<file path="src/rtl/rr_lock_arbiter.sv">
// rr_lock_arbiter: round-robin arbiter that locks the grant to one owner
// until done_i, a request drop, or a MAX_HOLD-cycle tenure limit.
//
// Ports:
//   clk_i       - clock, all state updates on rising edge
//   rst_ni      - asynchronous active-low reset
//   req_i       - level request per port, held until served
//   done_i      - owner release pulse, ignored when no grant is active
//   gnt_o       - registered one-hot grant (or zero)
//   gnt_valid_o - high exactly when gnt_o is non-zero
//   gnt_id_o    - binary index of the granted port, 0 when idle
//   timeout_o   - one-cycle pulse when the tenure limit revokes a grant
module rr_lock_arbiter #(
    parameter int NUM_PORTS = 5,
    parameter int MAX_HOLD  = 16,
    localparam int ID_W = (NUM_PORTS > 1) ? $clog2(NUM_PORTS) : 1
) (
    input  logic                 clk_i,
    input  logic                 rst_ni,
    input  logic [NUM_PORTS-1:0] req_i,
    input  logic                 done_i,
    output logic [NUM_PORTS-1:0] gnt_o,
    output logic                 gnt_valid_o,
    output logic [ID_W-1:0]      gnt_id_o,
    output logic                 timeout_o
);

    localparam int CNT_W = $clog2(MAX_HOLD);

    typedef enum logic {
        IDLE  = 1'b0,
        GRANT = 1'b1
    } state_e;

    state_e               state_q, state_d;
    logic [NUM_PORTS-1:0] gnt_q, gnt_d;
    logic                 valid_q, valid_d;
    logic [ID_W-1:0]      id_q, id_d;
    logic                 to_q, to_d;
    logic [CNT_W-1:0]     cnt_q, cnt_d;
    logic [ID_W-1:0]      last_q, last_d;

    logic                 win_found;
    logic [ID_W-1:0]      win_id;
    logic [ID_W-1:0]      idx;
    logic                 at_limit;
    logic                 owner_req;
    logic                 rel;

    // Round-robin search: walk from last_q+1 upward with wrap; the
    // first requesting port wins.
    always_comb begin
        idx       = last_q;
        win_found = 1'b0;
        win_id    = '0;
        for (int i = 0; i < NUM_PORTS; i++) begin
            idx = (idx == ID_W'(NUM_PORTS - 1)) ? '0 : idx + 1'b1;
            if (!win_found && req_i[idx]) begin
                win_found = 1'b1;
                win_id    = idx;
            end
        end
    end

    // Release conditions for the current owner.
    always_comb begin
        at_limit  = (cnt_q == CNT_W'(MAX_HOLD - 1));
        owner_req = req_i[id_q];
        rel       = done_i | ~owner_req | at_limit;
    end

    // State and datapath registers.
    always_ff @(posedge clk_i or negedge rst_ni) begin
        if (!rst_ni) begin
            state_q <= IDLE;
            gnt_q   <= '0;
            valid_q <= 1'b0;
            id_q    <= '0;
            to_q    <= 1'b0;
            cnt_q   <= '0;
            last_q  <= ID_W'(NUM_PORTS - 1);
        end else begin
            state_q <= state_d;
            gnt_q   <= gnt_d;
            valid_q <= valid_d;
            id_q    <= id_d;
            to_q    <= to_d;
            cnt_q   <= cnt_d;
            last_q  <= last_d;
        end
    end

    // Next-state logic. A release always passes through IDLE, giving
    // the mandatory one-cycle turnaround between tenures.
    always_comb begin
        state_d = state_q;
        case (state_q)
            IDLE:    if (win_found) state_d = GRANT;
            GRANT:   if (rel)       state_d = IDLE;
            default: state_d = IDLE;
        endcase
    end

    // Output / datapath next values.
    always_comb begin
        gnt_d   = '0;
        valid_d = 1'b0;
        id_d    = '0;
        to_d    = 1'b0;
        cnt_d   = cnt_q;
        last_d  = last_q;
        case (state_q)
            IDLE: begin
                if (win_found) begin
                    gnt_d[win_id] = 1'b1;
                    valid_d       = 1'b1;
                    id_d          = win_id;
                    cnt_d         = '0;
                    last_d        = win_id;
                end
            end
            GRANT: begin
                if (rel) begin
                    // Timeout only when the limit is the sole cause.
                    to_d  = at_limit & ~done_i & owner_req;
                    cnt_d = '0;
                end else begin
                    gnt_d   = gnt_q;
                    valid_d = 1'b1;
                    id_d    = id_q;
                    cnt_d   = cnt_q + 1'b1;
                end
            end
            default: begin
                cnt_d = '0;
            end
        endcase
    end

    assign gnt_o       = gnt_q;
    assign gnt_valid_o = valid_q;
    assign gnt_id_o    = id_q;
    assign timeout_o   = to_q;

endmodule

</file>
<file path="config.mk">
export PLATFORM = sky130hd
export DESIGN_NAME = rr_lock_arbiter
export DESIGN_NICKNAME = d
export VERILOG_FILES = /design/src/rtl/rr_lock_arbiter.sv
export SDC_FILE = /design/constraint.sdc
export NUM_CORES = 1
export LEC_CHECK = 0
export BUFFER_PORTS_ARGS = -buffer_cell sky130_fd_sc_hd__buf_2
export CORE_UTILIZATION = 30
export DETAILED_ROUTE_END_ITERATION = 6
export GPL_TIMING_DRIVEN = 1
export PLACE_DENSITY = 0.43
export SLEW_MARGIN = 20
export SYNTH_ARGS = -nofsm -noshare
export SYNTH_HDL_FRONTEND = slang
export SYNTH_SLANG_ARGS = --single-unit
export TNS_END_PERCENT = 50
</file>
<file path="constraint.sdc">
create_clock -name clk_i -period 10.4 [get_ports clk_i]
set_clock_uncertainty 0.2 [all_clocks]
set_input_delay 1.56 -clock clk_i [delete_from_list [all_inputs] [get_ports clk_i]]
set_output_delay 1.56 -clock clk_i [all_outputs]
set_load 0.05 [all_outputs]
</file>
==> impl_metrics.env, run 1 <==
export IMPL_clk_latency_ns=0.25
export IMPL_cts_setup_buffers=0
export IMPL_drt_iter0_drc=150
export IMPL_worst_setup_path_end_kind="register"
export IMPL_holdWs_ns=0.3082
export IMPL_whs_path_depth=2
export IMPL_synth_area_leader_cell="dfrtp_1"
export IMPL_clk_pin_slew_ns=0.07
export IMPL_critPathLaunch="last_q[0]$_DFFE_PN0P_"
export IMPL_crit_fanout=29
export IMPL_synthArstFlopShare_pct=100.0
export IMPL_h_tree_depth=1
export IMPL_yosysWarnings=0
export IMPL_hold_viol=0
export IMPL_cts_resized=0
export IMPL_worstSetupPathType="reg2reg"
export IMPL_rows=30
export IMPL_syn_area_sq_mm=0.002084
export IMPL_synth_flop_cell="dfrtp_1"
export IMPL_final_cell_mix="17 x buf_2, 16 x nand2_1, 16 x dfrtp_1"
export IMPL_syn_nets=263
export IMPL_reg2reg_to="gnt_id_o[1]$_DFFE_PN0P_"
export IMPL_wl_met2_mm=2.612
export IMPL_ios=18
export IMPL_dr_max_layer_used="met4"
export IMPL_setup_worst_path_start_class="register"
export IMPL_gr_total_overflow=0
export IMPL_maxSlewViolCount=0
export IMPL_core_sq_mm=0.006756
export IMPL_grt_pass1_vias=1961
export IMPL_grt_max_degree=30
export IMPL_fmax_mhz=218.6
export IMPL_synth_area_leaders="dfrtp_1 19%, mux2i_1 3.4%, a21o_1 3.2%, a21oi_1 3.1%, ha_1 3.0%"
export IMPL_worst_pin_slew_ns=0.8613
export IMPL_drv_cap=0
export IMPL_relSlewSlack_pct=42.58
export IMPL_cts_sinks=17
export IMPL_antenna_found_initial=0
export IMPL_synth_edff_count=0
export IMPL_fill_cells=740
export IMPL_wirelength_mm=5.964
export IMPL_area_delta_synth_final_pct=5.402
export IMPL_ys_seq_area_share_pct=20.47
export IMPL_place_inst=328
export IMPL_cts_root_buf="clkbuf_8"
export IMPL_vias=1991
export IMPL_synth_seq_cells=17
export IMPL_grt_use_total_pct=17.41
export IMPL_start_util_pct=30.85
export IMPL_antennaDiodeCount=0
export IMPL_cts_tree="built"
export IMPL_gp_congestion=0.7533
export IMPL_ant_nets=0
export IMPL_required_ns=10.34
export IMPL_grt_pass1_wl_mm=10.15
export IMPL_synth_area_per_cell_sq_um=8.338
export IMPL_numPortBuffers=17
export IMPL_cts_made_buffers=3
export IMPL_met1Wirelength_mm=2.969
export IMPL_final_cells=332
export IMPL_reg2reg_depth=11
export IMPL_fin_setup_tns_ns=0
export IMPL_dieArea_sq_mm=0.007285
export IMPL_first_pass_iters=5
export IMPL_cp_endpoint="gnt_id_o[1]$_DFFE_PN0P_"
export IMPL_nets=266
export IMPL_routed_wl_met3_um=203
export IMPL_mostFrequentLayoutCell="buf_2"
export IMPL_rrSetupSlack_ns=5.82
export IMPL_viasPerCell=5.997
export IMPL_rsz0062_at_grt="false"
export IMPL_fin_crit_sh_pct=43.99
export IMPL_drive_above_1_share_pct=18.65
export IMPL_min_path_type="reg2reg"
export IMPL_cts_hold_buf=0
export IMPL_die_h_um=85.36
export IMPL_status="complete, no violations"
export IMPL_arrival_ns=4.52
export IMPL_ys_types=75
export IMPL_clk_path_buf_depth=2
export IMPL_syn_instance_count=250
export IMPL_wl_per_cell_um=17.96
export IMPL_synth_top_area_share_pct=19.21
export IMPL_post_route_min_period_ns=4.575
export IMPL_setup_violations=0
export IMPL_dpl_hpwl_mm=4.272
export IMPL_die_w_um=85.36
export IMPL_route_detailed_drc=0
export IMPL_r2r_start="last_q[0]$_DFFE_PN0P_"
[how the worst min path moves through the flow]
stage	start	to	slack (ns)
3_5_place_dp	gnt_o[0]$_DFFE_PN0P_	gnt_o[0]$_DFFE_PN0P_	0.27
5_1_grt	gnt_o[2]$_DFFE_PN0P_	gnt_o[2]$_DFFE_PN0P_	0.32
6_report	gnt_o[2]$_DFFE_PN0P_	gnt_o[2]$_DFFE_PN0P_	0.31
2_1_floorplan	cnt_q[0]$_DFFE_PN0P_	cnt_q[0]$_DFFE_PN0P_	0.31
3_3_place_gp	gnt_o[0]$_DFFE_PN0P_	gnt_o[0]$_DFFE_PN0P_	0.28
4_1_cts	gnt_o[0]$_DFFE_PN0P_	gnt_o[0]$_DFFE_PN0P_	0.31
[metrics by stage]
stage	utilization, %	worst slack (ns)	cell area [sq um]
CTS	32.52	5.872	2197
global route	32.52	5.342	2197
floorplan	-	6.748	2085
finish	32.52	5.825	2197
global placement	31.83	5.948	2151
detailed placement	31.83	5.897	2151
[layout make-up]
type	count	area, sq um	area share (%)
Timing Repair Buffer	17	85.08	3.872
Inverter	7	26.28	1.196
Multi-Input combinational cell	207	1513	68.85
Sequential cell	17	426.7	19.42
Tap cell	80	100.1	4.556
Clock buffer	3	41.29	1.879
Clock inverter	1	5.005	0.2278
[critical path: stages, from the launching register on]
cell and delay [ns]:
dfrtp_1 0.87, inv_1 0.15, ha_1 0.90, and2b_1 0.34
nor3_1 0.28, o21a_1 0.24, xor2_1 0.10, a22oi_2 0.34
nand2_1 0.19, a211oi_4 0.43, nor2_1 0.18, a22o_1 0.22
[cells in the mapped netlist, types with 5 or more instances]
| cell type | count |
|---|---|
| dfrtp_1 | 16 |
| nand2_1 | 16 |
| nor2_1 | 14 |
| a21oi_1 | 13 |
| o21ai_0 | 11 |
| a21o_1 | 9 |
| nand3_1 | 9 |
| buf_2 | 8 |
| o21ai_1 | 8 |
| inv_1 | 7 |
| mux2i_1 | 7 |
| nand2b_1 | 7 |
| nor2b_1 | 6 |
| ha_1 | 5 |
| nor3_1 | 5 |
[layer usage]
layer	vias up	track usage, %
met5	-	0
met4	0	8.030
met3	14	1.167
met2	63	26.76
met1	947	24.93
li1	967	-
[flip-flops by register name (all words and copies together), names as in the netlist]
signal       cells
timeout_o        1
gnt_valid_o      1
gnt_o            5
gnt_id_o         3
cnt_q            4
last_q           3
[cells by family after synthesis]
kind of cell | after synthesis | share of synthesized area, %
adders and majority gates | 5 | 3.001
DFF | 17 | 20.47
and+or+nand+nor | 96 | 28.33
xor gates and xnor gates | 4 | 1.681
muxes | 10 | 5.642
buffers and inverters | 26 | 6.962
AOI/OAI and AO/OA | 92 | 33.91
Power of run 1 is not shown: default switching activity piles up to over one toggle a cycle in this logic, so the estimate is an artifact.
==> run 2, diff against run 1 <==
Clock period 10.4 ns to 4.8 ns, I/O delays scaled along.
==> run 2 against run 1 <==
Compared with the run above:
- wire length fell by 2.3%
- critical path type unchanged
- critical endpoint unchanged
- cell area is 0.63% higher
- cell count is 0.60% higher
- global-route usage decreased by 0.62 points
- non-clock buffer count is 2 higher
- core utilization rose by 0.20 points
- first-iteration DRC count shrank 15%
==> impl_metrics.env, run 2 (same netlist as run 1, synthesis figures left out) <==
export IMPL_viasPerCell=5.865
export IMPL_grt_use_total_pct=16.79
export IMPL_mostFrequentLayoutCell="buf_2"
export IMPL_antennaDiodeCount=0
export IMPL_drv_cap=0
export IMPL_clk_latency_ns=0.25
export IMPL_setup_worst_path_start_class="register"
export IMPL_cts_hold_buf=0
export IMPL_drive_above_1_share_pct=18.90
export IMPL_cts_root_buf="clkbuf_8"
export IMPL_arrival_ns=3.93
export IMPL_clk_path_buf_depth=2
export IMPL_cp_slowest_stage_delay_ns=0.73
export IMPL_final_cell_mix="17 x buf_2, 16 x nand2_1, 16 x dfrtp_1"
export IMPL_crit_top_cell="nor2_1"
export IMPL_grt_pass1_wl_mm=9.832
export IMPL_worst_slack_ns=0.8018
export IMPL_worst_pin_slew_ns=0.8011
export IMPL_worstSetupPathType="reg2reg"
export IMPL_cts_made_buffers=3
export IMPL_grt_pass1_vias=1859
export IMPL_crit_fanout=24
export IMPL_cts_sinks=17
export IMPL_hold_viol=0
export IMPL_gr_total_overflow=0
export IMPL_top_usage_layer="met2"
export IMPL_use_met1_pct=24.03
export IMPL_setup_violations=0
export IMPL_wirelength_mm=5.825
export IMPL_first_pass_iters=4
export IMPL_start_util_pct=30.85
export IMPL_cts_setup_buffers=0
export IMPL_min_path_type="in2async"
export IMPL_critPathSlowestCell="ha_1"
export IMPL_core_sq_mm=0.006756
export IMPL_post_route_min_period_ns=3.998
export IMPL_required_ns=4.73
export IMPL_drt_iter0_drc=127
export IMPL_dpl_hpwl_mm=4.298
export IMPL_grt_max_degree=30
export IMPL_ant_nets=0
export IMPL_fin_setup_tns_ns=0
export IMPL_die_h_um=85.36
export IMPL_relSlewSlack_pct=46.59
export IMPL_rsz0062_at_grt="false"
export IMPL_largest_register_ffs=5
export IMPL_gp_congestion=0.8950
export IMPL_maxSlewViolCount=0
export IMPL_status="complete, no violations"
export IMPL_r2r_start="last_q[0]$_DFFE_PN0P_"
export IMPL_cts_tree="built"
export IMPL_fmax_mhz=250.1
export IMPL_clk_pin_slew_ns=0.06
export IMPL_worst_setup_path_end_kind="register"
export IMPL_route_detailed_drc=0
export IMPL_die_w_um=85.36
export IMPL_nets=268
export IMPL_cts_resized=0
export IMPL_path_cells="buf_4, ha_1, and2b_4, nor2_1, o2111ai_1, nand2_1, and3_1, a211o_1, a211oi_4, nor2_1, a22o_1"
export IMPL_numPortBuffers=17
export IMPL_ios=18
export IMPL_wl_per_cell_um=17.44
export IMPL_place_ws_ns=0.8068
export IMPL_dieArea_sq_mm=0.007285
export IMPL_h_tree_depth=1
export IMPL_area_delta_synth_final_pct=6.062
export IMPL_use_met3_pct=1.459
export IMPL_antenna_found_initial=0
export IMPL_critPathLaunch="last_q[0]$_DFFE_PN0P_"
export IMPL_vias=1959
export IMPL_grtUsageMet2_pct=26.76
export IMPL_rows=30
export IMPL_fin_crit_sh_pct=83.30
-- run 2: layout make-up --
type	count	area, sq um
clock buffers	4	45.04
multi-input cells	207	1513
fillers	724	4546
flip-flops and latches	17	426.7
repair buffers	19	100.1
inverters	7	26.28
well taps	80	100.1
-- run 2: worst paths after layout --
| path | end | slack (ns) | cells after the start |
|---|---|---|---|
| max | gnt_id_o[1]$_DFFE_PN0P_ | 0.80 | 11 |
| min | cnt_q[2]$_DFFE_PN0P_ | 0.18 | 1 |
| max reg2reg | gnt_id_o[1]$_DFFE_PN0P_ | 0.80 | 11 |
| min reg2reg | gnt_o[4]$_DFFE_PN0P_ | 0.29 | 2 |
| max in group asynchronous | last_q[2]$_DFFE_PN1P_ | 3.90 | 1 |
| min in group clk_i | gnt_o[4]$_DFFE_PN0P_ | 0.29 | 2 |
-- run 2: layer usage --
| layer | vias up | part of all wire, % | wire length [um] |
|---|---|---|---|
| li1 | 964 | - | - |
| met1 | 947 | 51 | 2961 |
| met2 | 40 | 44 | 2567 |
| met3 | 8 | 3.2 | 184 |
| met4 | 0 | 1.9 | 111 |
| met5 | - | 0 | 0 |
-- run 2: stage by stage --
stage               hold slack, ns  utilization [%]  instance area (sq um)  std cells
finish                      0.1845            32.72                   2211        334
global route                0.2043            32.72                   2211        334
CTS                         0.2011            32.72                   2211        334
detailed placement          0.2744            32.06                   2166        330
global placement            0.2857            32.06                   2166        330
floorplan                   0.2244                -                   2085        250
-- run 2: worst max-delay path, delay by kind of cell, from the launching register on --
kind                       cells  cell delay (ns)
AOI/OAI and AO/OA              4             1.23
and+or+nand+nor                5             1.08
adders and majority gates      1             0.73
DFF                            1             0.37
buffers and inverters          1             0.27
Power of run 2 is left out for the same reason.
==> run 3, diff against run 2 <==
Settings changed: ABC_AREA set to 1, PLACE_DENSITY 0.43 to 0.45.
Clock period 4.8 ns to 3.33 ns, I/O delays scaled along.
==> run 3 against run 2 <==
Compared with the run above:
- flip-flop and latch count is the same
- critical path type unchanged
- first-iteration DRC count shrank 13%
- non-clock buffer count grew 1
- via count shrank 22%
- core utilization grew 3.0 points
- critical endpoint is now gnt_o[1]$_DFFE_PN0P_
- register-to-register slack lost 0.41 ns
==> impl_metrics.env, run 3 <==
export IMPL_synth_edff_count=0
export IMPL_gr_total_overflow=0
export IMPL_dieArea_sq_mm=0.005566
export IMPL_synthArstFlopShare_pct=100.0
export IMPL_vias=1528
export IMPL_syn_instance_count=241
export IMPL_gp_congestion=0.8046
export IMPL_fin_setup_tns_ns=0
export IMPL_die_w_um=74.61
export IMPL_critical_path_top_delay_family="simple AND/OR/NAND/NOR gates"
export IMPL_cp_slowest_stage_delay_ns=0.42
export IMPL_nets=279
export IMPL_top_usage_layer="met2"
export IMPL_clk_latency_ns=0.25
export IMPL_setup_worst_path_start_class="register"
export IMPL_relSlewSlack_pct=71.52
export IMPL_syn_nets=254
export IMPL_grt_max_degree=18
export IMPL_viasPerCell=4.561
export IMPL_ant_nets=0
export IMPL_numPortBuffers=17
export IMPL_drive_above_1_share_pct=24.91
export IMPL_cts_setup_buffers=0
export IMPL_route_detailed_drc=0
export IMPL_worst_setup_path_end_kind="register"
export IMPL_setup_violations=0
export IMPL_synth_top_area_share_pct=25.32
export IMPL_grt_use_total_pct=17.16
export IMPL_min_path_type="reg2reg"
export IMPL_post_route_min_period_ns=2.936
export IMPL_worstSetupPathType="reg2reg"
export IMPL_grt_pass1_vias=1495
export IMPL_synth_seq_cells=17
export IMPL_antenna_found_initial=0
export IMPL_clk_path_buf_depth=2
export IMPL_drv_cap=0
export IMPL_area_delta_synth_final_pct=15.43
export IMPL_status="complete, no violations"
export IMPL_worst_pin_slew_ns=0.4216
export IMPL_h_tree_depth=1
export IMPL_core_sq_mm=0.005107
export IMPL_use_met3_pct=1.491
export IMPL_hold_viol=0
export IMPL_cts_resized=0
export IMPL_rows=26
export IMPL_wirelength_mm=4.141
export IMPL_arrival_ns=2.88
export IMPL_largest_register_ffs=5
export IMPL_ys_types=27
export IMPL_rsz0062_at_grt="false"
export IMPL_yosysMostFrequentCell="nand2_1"
export IMPL_worstPathBufferInverterCount=4
export IMPL_synth_area_leader_cell="dfrtp_1"
export IMPL_path_cells="inv_2, ha_1, inv_1, nor2_2, inv_1, o22ai_1, nor3_1, nor2_2, nand3_2, nor2_4, inv_2, nor2_4, nand3b_1, nand2_1, nor2_1, nand2_1, nand2_1"
export IMPL_crit_top_cell="nand2_1"
export IMPL_crit_fanout=6
export IMPL_synth_area_leaders="dfrtp_1 25%, nand2_1 16%, nand3_1 9.8%, inv_1 7.8%, nand2_2 5.1%"
export IMPL_fin_crit_sh_pct=88.18
export IMPL_mostFrequentLayoutCell="nand2_1"
export IMPL_ios=18
export IMPL_use_met1_pct=24.36
export IMPL_synth_flop_cell="dfrtp_1"
export IMPL_dpl_hpwl_mm=3.374
export IMPL_yosysWarnings=0
export IMPL_critPathSlowestCell="dfrtp_1"
export IMPL_cts_made_buffers=3
export IMPL_grtUsageMet2_pct=27.73
export IMPL_cts_root_buf="clkbuf_8"
export IMPL_fill_cells=574
export IMPL_maxSlewViolCount=0
export IMPL_drt_iter0_drc=110
export IMPL_die_h_um=74.61
export IMPL_start_util_pct=30.97
export IMPL_syn_area_sq_mm=0.001582
export IMPL_synth_commonest_cells="68 x nand2_1, 33 x inv_1, 31 x nand3_1"
export IMPL_wl_per_cell_um=12.36
export IMPL_cts_hold_buf=1
export IMPL_fmax_mhz=340.6
export IMPL_synth_area_per_cell_sq_um=6.562
export IMPL_required_ns=3.27
export IMPL_grt_pass1_wl_mm=7.162
export IMPL_final_cell_mix="68 x nand2_1, 33 x inv_1, 31 x nand3_1"
export IMPL_cts_sinks=17
export IMPL_ys_seq_area_share_pct=26.98
export IMPL_clk_pin_slew_ns=0.07
export IMPL_first_pass_iters=4
export IMPL_cts_tree="built"
export IMPL_antennaDiodeCount=0
[run 3: logic make-up after synthesis]
kind of cell	after synthesis	share of synthesized area, %
compound gates	26	9.019
xor+xnor	2	1.108
fa+ha+maj	5	3.956
buf+inv	42	9.968
flops	17	26.98
mux	1	0.6329
simple gates	148	48.34
[run 3: worst min-delay path, cell delays in order, from the launching register on]
cell,delay [ns]
dfrtp_1,0.34
nand2_1,0.05
nand2_1,0.05
[run 3: path summary, 6_finish.rpt]
check / from / end / slack [ns] / cells after the start
max in group asynchronous: rst_ni / last_q[2]$_DFFE_PN1P_ / 2.11 / 2
min: gnt_o[3]$_DFFE_PN0P_ / gnt_o[3]$_DFFE_PN0P_ / 0.27 / 2
min reg2reg: gnt_o[3]$_DFFE_PN0P_ / gnt_o[3]$_DFFE_PN0P_ / 0.27 / 2
max: last_q[0]$_DFFE_PN0P_ / gnt_o[1]$_DFFE_PN0P_ / 0.39 / 17
min in group asynchronous: rst_ni / timeout_o$_DFF_PN0_ / 0.50 / 2
max reg2reg: last_q[0]$_DFFE_PN0P_ / gnt_o[1]$_DFFE_PN0P_ / 0.39 / 17
[run 3: cell type report]
class                      instances  area (sq um)  area share, %
clock inverter                     1         5.005         0.2742
timing repair buffer              20         110.1          6.032
multi-input combinational        182         997.2          54.63
sequential                        17         426.7          23.37
inverter                          42         157.7          8.636
tap                               70         87.58          4.798
clock buffer                       3         41.29          2.262
[run 3: metal layers]
layer | vias to the layer above | routed length [um] | share of wire [%]
li1 | 816 | - | -
met1 | 680 | 2099 | 51
met2 | 30 | 1883 | 45
met3 | 2 | 126 | 3.0
met4 | 0 | 30 | 0.72
met5 | - | 0 | 0
[run 3: stage by stage]
step           std cells  setup WS [ns]  hold slack [ns]  utilization, %  instance area, sq um
5_1_grt              335        0.03978           0.2886           35.74                  1826
3_5_place_dp         330         0.3974           0.2526           34.64                  1769
2_1_floorplan        241         0.7622         0.003909               -                  1582
6_report             335         0.3938           0.2717           35.74                  1826
3_3_place_gp         330         0.4023           0.2580           34.64                  1769
4_1_cts              335         0.3751           0.2826           35.74                  1826
Power of run 3 is left out for the same reason.
